`config.mk`:
```
export PLATFORM = sky130hd
export DESIGN_NAME = lfsr_draw
export DESIGN_NICKNAME = d
export VERILOG_FILES = /design/src/rtl/lfsr_draw.sv
export SDC_FILE = /design/constraint.sdc
export NUM_CORES = 1
export LEC_CHECK = 0
export BUFFER_PORTS_ARGS = -buffer_cell sky130_fd_sc_hd__buf_4
export CAP_MARGIN = 20
export CELL_PAD_IN_SITES_DETAIL_PLACEMENT = 0
export CELL_PAD_IN_SITES_GLOBAL_PLACEMENT = 1
export CORE_MARGIN = 2
export CORE_UTILIZATION = 46
export DETAILED_ROUTE_END_ITERATION = 10
export PLACE_DENSITY = 0.92
export SLEW_MARGIN = 40
export SYNTH_ARGS = -nofsm -noshare
export SYNTH_HDL_FRONTEND = slang
export SYNTH_SLANG_ARGS = --single-unit
```
`constraint.sdc`:
```
create_clock -name clk -period 3.9 [get_ports clk]
set_input_delay 0.39 -clock clk [delete_from_list [all_inputs] [get_ports clk]]
set_output_delay 0.39 -clock clk [all_outputs]
set_load 0.01 [all_outputs]
```
`src/rtl/lfsr_draw.sv`:
```
// XNOR-feedback LFSR with runtime seeding, lockup recovery and a
// req/valid draw engine returning a value uniformly below a limit.
module lfsr_draw #(
    parameter int              WIDTH   = 16,
    parameter logic [WIDTH-1:0] TAPS    = 16'h100B,
    parameter logic [WIDTH-1:0] SEED    = '0,
    parameter int              OUT_W   = 4,
    parameter int              STEPS   = 4,
    parameter int              MAX_TRY = 8
) (
    input  logic             clk,
    input  logic             reset,
    input  logic             enable,
    input  logic             seed_load,
    input  logic [WIDTH-1:0] seed,
    input  logic             req,
    input  logic [OUT_W-1:0] limit,
    output logic [OUT_W-1:0] rnd,
    output logic             rnd_valid,
    output logic             busy,
    output logic             lockup_err,
    output logic [WIDTH-1:0] ps
);

    typedef enum logic [1:0] {IDLE, SHIFT, CHECK} state_t;

    localparam logic [7:0] STEP_INIT = 8'(STEPS);
    localparam logic [7:0] TRY_LAST  = 8'(MAX_TRY - 1);

    state_t           state, state_d;
    logic [7:0]       step_cnt, step_d;
    logic [7:0]       try_cnt, try_d;
    logic [OUT_W-1:0] lim_q, lim_d;
    logic [OUT_W-1:0] rnd_d;
    logic             rnd_valid_d;
    logic             lockup_d;
    logic [WIDTH-1:0] ps_d;
    logic             do_shift;
    logic             fb;
    logic [OUT_W-1:0] cand;

    assign fb   = ~^(ps & TAPS);
    assign cand = ps[OUT_W-1:0];
    assign busy = (state != IDLE);

    always_comb begin
        state_d     = state;
        step_d      = step_cnt;
        try_d       = try_cnt;
        lim_d       = lim_q;
        rnd_d       = rnd;
        rnd_valid_d = 1'b0;
        lockup_d    = 1'b0;
        ps_d        = ps;
        do_shift    = 1'b0;

        unique case (state)
            IDLE: begin
                do_shift = enable;
                if (req) begin
                    state_d = SHIFT;
                    lim_d   = limit;
                    step_d  = STEP_INIT;
                    try_d   = '0;
                end
            end
            SHIFT: begin
                do_shift = 1'b1;
                step_d   = step_cnt - 8'd1;
                if (step_cnt == 8'd1)
                    state_d = CHECK;
            end
            CHECK: begin
                if (lim_q == '0) begin
                    rnd_d       = '0;
                    rnd_valid_d = 1'b1;
                    state_d     = IDLE;
                end else if (cand < lim_q) begin
                    rnd_d       = cand;
                    rnd_valid_d = 1'b1;
                    state_d     = IDLE;
                end else if (try_cnt < TRY_LAST) begin
                    try_d   = try_cnt + 8'd1;
                    step_d  = STEP_INIT;
                    state_d = SHIFT;
                end else begin
                    // Rejection budget spent: clamp to the top legal value.
                    rnd_d       = lim_q - OUT_W'(1);
                    rnd_valid_d = 1'b1;
                    state_d     = IDLE;
                end
            end
            default: state_d = IDLE;
        endcase

        if (do_shift) begin
            if (&ps) begin
                ps_d     = SEED;
                lockup_d = 1'b1;
            end else begin
                ps_d = {fb, ps[WIDTH-1:1]};
            end
        end

        // A seed load wins over everything and aborts any draw in flight.
        if (seed_load) begin
            ps_d        = seed;
            lockup_d    = 1'b0;
            state_d     = IDLE;
            rnd_d       = rnd;
            rnd_valid_d = 1'b0;
        end
    end

    always_ff @(posedge clk or negedge reset) begin
        if (!reset) begin
            state      <= IDLE;
            step_cnt   <= '0;
            try_cnt    <= '0;
            lim_q      <= '0;
            rnd        <= '0;
            rnd_valid  <= 1'b0;
            lockup_err <= 1'b0;
            ps         <= SEED;
        end else begin
            state      <= state_d;
            step_cnt   <= step_d;
            try_cnt    <= try_d;
            lim_q      <= lim_d;
            rnd        <= rnd_d;
            rnd_valid  <= rnd_valid_d;
            lockup_err <= lockup_d;
            ps         <= ps_d;
        end
    end

endmodule

```
# After elaboration in Yosys (flattened, before gate mapping)
# Index checks and enable logic that the tools add are counted.
op_classes:
  n_addsub: 3
  n_eq_ne: 10
  bitwise_logic: 1
  n_lt_le_gt_ge: 2
  n_reduce_logical: 13
  muxes: 32
ops:
  columns: ["cell", "count"]
  rows:
  - ["$mux 8", 8]
  - ["$mux 16", 3]
  - ["$pmux 8 s3", 1]
  - ["$pmux 8 s2", 1]
  - ["$reduce_and 16->1", 1]
  - ["$reduce_xnor 16->1", 1]
  - ["$mux 4", 3]
  - ["$mux 1", 11]
  - ["$reduce_and 5->1", 2]
  - ["$ne 3x3->1 const B", 3]
  - ["$add 8x1->8 const B", 1]
  - ["$eq 8x1->1 const B", 1]
  - ["$lt 8x3->1 const B", 1]
  - ["$ne 2x2->1 const B", 4]
  - ["$sub 8x1->8 const B", 1]
  - ["$mux 2", 3]
  - ["$pmux 2 s3", 1]
  - ["$reduce_bool 2->1", 3]
  - ["$logic_not 4->1", 1]
  - ["$lt 4x4->1", 1]
  - ["$reduce_and 2->1", 2]
  - ["$sub 4x1->4 const B", 1]
  - ["$reduce_and 3->1", 1]
  - ["$reduce_bool 3->1", 1]
  - ["other kinds (5)", 5]
totals:
  register_bits: 44
  out_inout_bits: 23
  input_bits: 25

# Depth between registers and ports, before layout
logic_depth:
  depth_word: 6
  mapped_depth: 7
  depth_no_buf: 6

# Least setup slack after synthesis
# No wires, ideal clock.
synth_path:
  kind: "reg-to-reg"
  from: "register ps[3]"
  to: "register step_cnt[7]"
  t_required_ns: 3.774
  setup_ns: 0.126
  arrival_time_ns: 1.959
  setup_slack_ns: 1.815
  path_buffers: 1
  synth_period_minus_slack_ns: 2.085
  path_stages_with_launch: 7
  cell_sequence: "dfrtp_1 > ha_1 > o211ai_1 > o21a_4 > or3_4 > buf_6 > a311o_1"
synth_via:
  elab_chain_cells: 3
synth_lines:
  columns: ["item", "line", "text"]
  rows:
  - ["from (decl)", "22", "output logic [WIDTH-1:0] ps"]
  - ["from (signal assigned)", "133", "ps <= ps_d;"]
  - ["$lt 4x4->1", "78", "end else if (cand < lim_q) begin"]
  - ["$ne 2x2->1 (no source line)", null, null]
  - ["$reduce_and 5->1 (no source line)", null, null]
  - ["to (signal assigned)", "127", "step_cnt <= step_d;"]
  - ["to (decl)", "31", "logic [7:0] step_cnt, step_d;"]
# Every way passes these cells.
# A chain may end at the register's enable or synchronous reset.

# Worst setup path after layout
# Same ends and word-level chain as after synthesis.

==> results_dict.tcl <==
set metrics [dict create \
    r2r_start "ps[3]$_DFFE_PN0P_" \
    synth_top_area_share 0.458 \
    synthXorXnorAreaFrac 0.0182 \
    synth.cell_area_sq_mm 0.00240 \
    power.share.clock 0.237 \
    start_kind "register" \
    grt_pass1_vias 1754 \
    wl_met1_um 2450 \
    grt_overflow 0 \
    async_flop_share 1.00 \
    synth_nets 255 \
    drt_first_iter_violations 103 \
    die_h_um 76.3 \
    ys_warn_count 0 \
    initial_core_util 0.474 \
    cp-end-kind "register" \
    slew_headroom 0.523 \
    n_fill_cell 455 \
    cts_made_buffers 5 \
    leakage_nw 1.32 \
    coreArea_sq_mm 0.00507 \
    rows 26 \
    cts_max_level 2 \
    via_per_inst 5.51 \
    worstPathArrival_ns 2.29 \
    fin_ws_ns 1.79 \
    dieArea_sq_mm 0.00582 \
    reg2reg_depth 5 \
    drtAntennaViolNets 0 \
    cts-hold-fix-buffers 0 \
    fmax_ghz 0.474 \
    crit_end "step_cnt[7]$_DFFE_PN0P_" \
    power_frac_comb 0.281 \
    switching_share 0.326 \
    clk_pin_slew_worst_paths_ns 0.08 \
    dominantRegCellSynth "dfrtp_1" \
    drtPass1Iterations 5 \
    yosysSeqAreaShare 0.458 \
    synth_cell_types 55 \
    period_share 0.541 \
    vias 1841 \
    postSynthCellCount 221 \
    synthToLayoutAreaGrowth_pct 18.8 \
    grt_usage 0.184 \
    p_switching_mw 0.412 \
    mostFrequentLayoutCells "47 x buf_4, 44 x dfrtp_1, 19 x and2_1, 16 x a221o_1, 13 x inv_1" \
    cts_setup_buffers 0 \
    synthMuxAreaShare 0.0453 \
    hold_viol 0 \
    crit_required_ns 4.09 \
    top_layer_used "met4" \
    synth_edf_count 0 \
    grt_pass1_wl_um 8630 \
    fin_crit_ns 2.11 \
    internal-power_mw 0.853 \
    fin_tns_setup_ns 0 \
    cts_tree "yes" \
    antenna_found_initial 0 \
    synthAdderAreaFrac 0.0468 \
    synth_compound_area_frac 0.179 \
    power_frac_seq 0.482 \
    antenna_cells 0 \
    ff2ff_setup_slack_ns 1.79 \
    wl_met2_um 2300 \
    startpoint "ps[3]$_DFFE_PN0P_" \
    worst_slew_pin_slew_ns 0.715 \
    cts_resized 0 \
    rsz0062_at_grt "no" \
    cts_root_buf "clkbuf_8" \
    regToRegEndpoint "step_cnt[7]$_DFFE_PN0P_" \
    die_w_um 76.3 \
    yosys.area_share.simple 0.198 \
    yosys-top-cells-area "dfrtp_1 46%, a221o_1 6.7%, and2_1 4.9%" \
    routedWlPerCell_um 15.3 \
    gp_congestion 0.822 \
    yosys_register_bits 44 \
    fin_nets 297 \
    path_class "reg -> reg" \
    cap_violations 0 \
    min_path_type "in -> async" \
    drive_gt1_frac 0.277 \
    ir_drop_mv 0.173 \
    cts_buffer_depth 2 \
    pin_count 48 \
    wirelength_um 5100 \
    numPortBuffers 47 \
    syn_area_per_cell_sq_um 10.9 \
    yosysTopAreaCell "dfrtp_1" \
    synth_top_family_by_area "simple AND/OR/NAND/NOR gates" \
    final_common_cell "buf_4" \
    preCtsSetupSlack_ns 1.82 \
    clk_latency_ns 0.30 \
    grt_max_degree 45 \
    power_density_mw_per_mm2 443 \
    crit_fanout 8 \
    setup_viol 0 \
    dr_wl_met3_um 257 \
    finalClockSkew_ns 0.00532 \
    report.final.slew_viol_count 0 \
    post-dp-hpwl_um 3640 \
    drc 0 \
    status "completed" \
    clock-sinks 44 \
    final_util 0.563 \
]
metrics by stage:
| step | instance area, sq um | hold WS [ns] | power [mW] | std cells |
|---|---|---|---|---|
| after global placement | 2760 | 0.414 | 0.962 | 326 |
| final | 2860 | 0.0727 | 1.26 | 334 |
| after detailed placement | 2760 | 0.421 | 0.974 | 326 |
| after global routing | 2860 | 0.113 | 1.35 | 334 |
| after CTS | 2860 | 0.0926 | 1.27 | 334 |
| after floorplan | 2400 | 0.0944 | 0.843 | 221 |
power by group through the flow:
| stage | registers (mW) | logic [mW] | clock network (mW) |
|---|---|---|---|
| final | 0.610 | 0.356 | 0.299 |
| after global placement | 0.615 | 0.347 | 0 |
| after CTS | 0.608 | 0.360 | 0.307 |
| after floorplan | 0.601 | 0.243 | 0 |
| after global routing | 0.622 | 0.396 | 0.328 |
| after detailed placement | 0.617 | 0.358 | 0 |
synth_stat cells, types with 2 or more instances:
library cell,count
o211ai_1,2
o21ai_0,7
clkbuf_8,3
inv_1,13
xnor2_1,4
nand3_1,2
clkbuf_1,7
a31oi_1,2
nor2_1,9
o311ai_0,2
nor3_1,6
o22ai_1,3
a221o_1,16
and2_1,19
a22o_1,3
nand2_1,11
nand4_1,4
nor3b_1,5
ha_1,9
dfrtp_1,44
nand2b_1,3
mux2i_1,3
mux2_2,7
o31a_1,2
a21oi_1,5
state kept, by name (all words and copies together), names as in the netlist:
| signal | flops |
|---|---|
| state | 2 |
| rnd_valid | 1 |
| lim_q | 4 |
| try_cnt | 8 |
| rnd | 4 |
| lockup_err | 1 |
| step_cnt | 8 |
| ps | 16 |
cell families after synthesis:
logic type,after synthesis
multiplexers,10
flip-flops,44
AND/OR/NAND/NOR,76
XOR/XNOR,5
adder cells (fa/ha/maj),9
buffers and inverters,25
AO/OA/AOI/OAI,52
critical path, stage by stage (launching register included):
cell and delay (ns):
dfrtp_1 0.48, ha_1 0.34, o211ai_1 0.12, o21a_4 0.27, or3_4 0.43, a311o_1 0.36
layer usage:
metal,vias up,global-route usage
met5,-,0
met4,0,0.0655
met3,8,0.0486
met2,43,0.279
met1,889,0.256
li1,901,-
cell type report:
class                           count  area, sq um  area share
Multi-Input combinational cell    152         1170       0.411
Tap cell                           70         87.6      0.0306
Inverter                           13         48.8      0.0171
Sequential cell                    44         1100       0.385
Clock inverter                      1         7.51     0.00263
Timing Repair Buffer               47          353       0.123
Clock buffer                        7         86.3      0.0302
how the worst min path moves through the flow:
stage | startpoint | cells past startpoint | to
after detailed placement | reset | 1 | try_cnt[1]$_DFFE_PN0P_
final | reset | 1 | step_cnt[6]$_DFFE_PN0P_
after floorplan | reset | 0 | lim_q[0]$_DFFE_PN0P_
after CTS | reset | 1 | ps[11]$_DFFE_PN0P_
after global routing | reset | 1 | ps[3]$_DFFE_PN0P_
after global placement | reset | 1 | try_cnt[5]$_DFFE_PN0P_
Power figures use the tool's default switching activity.
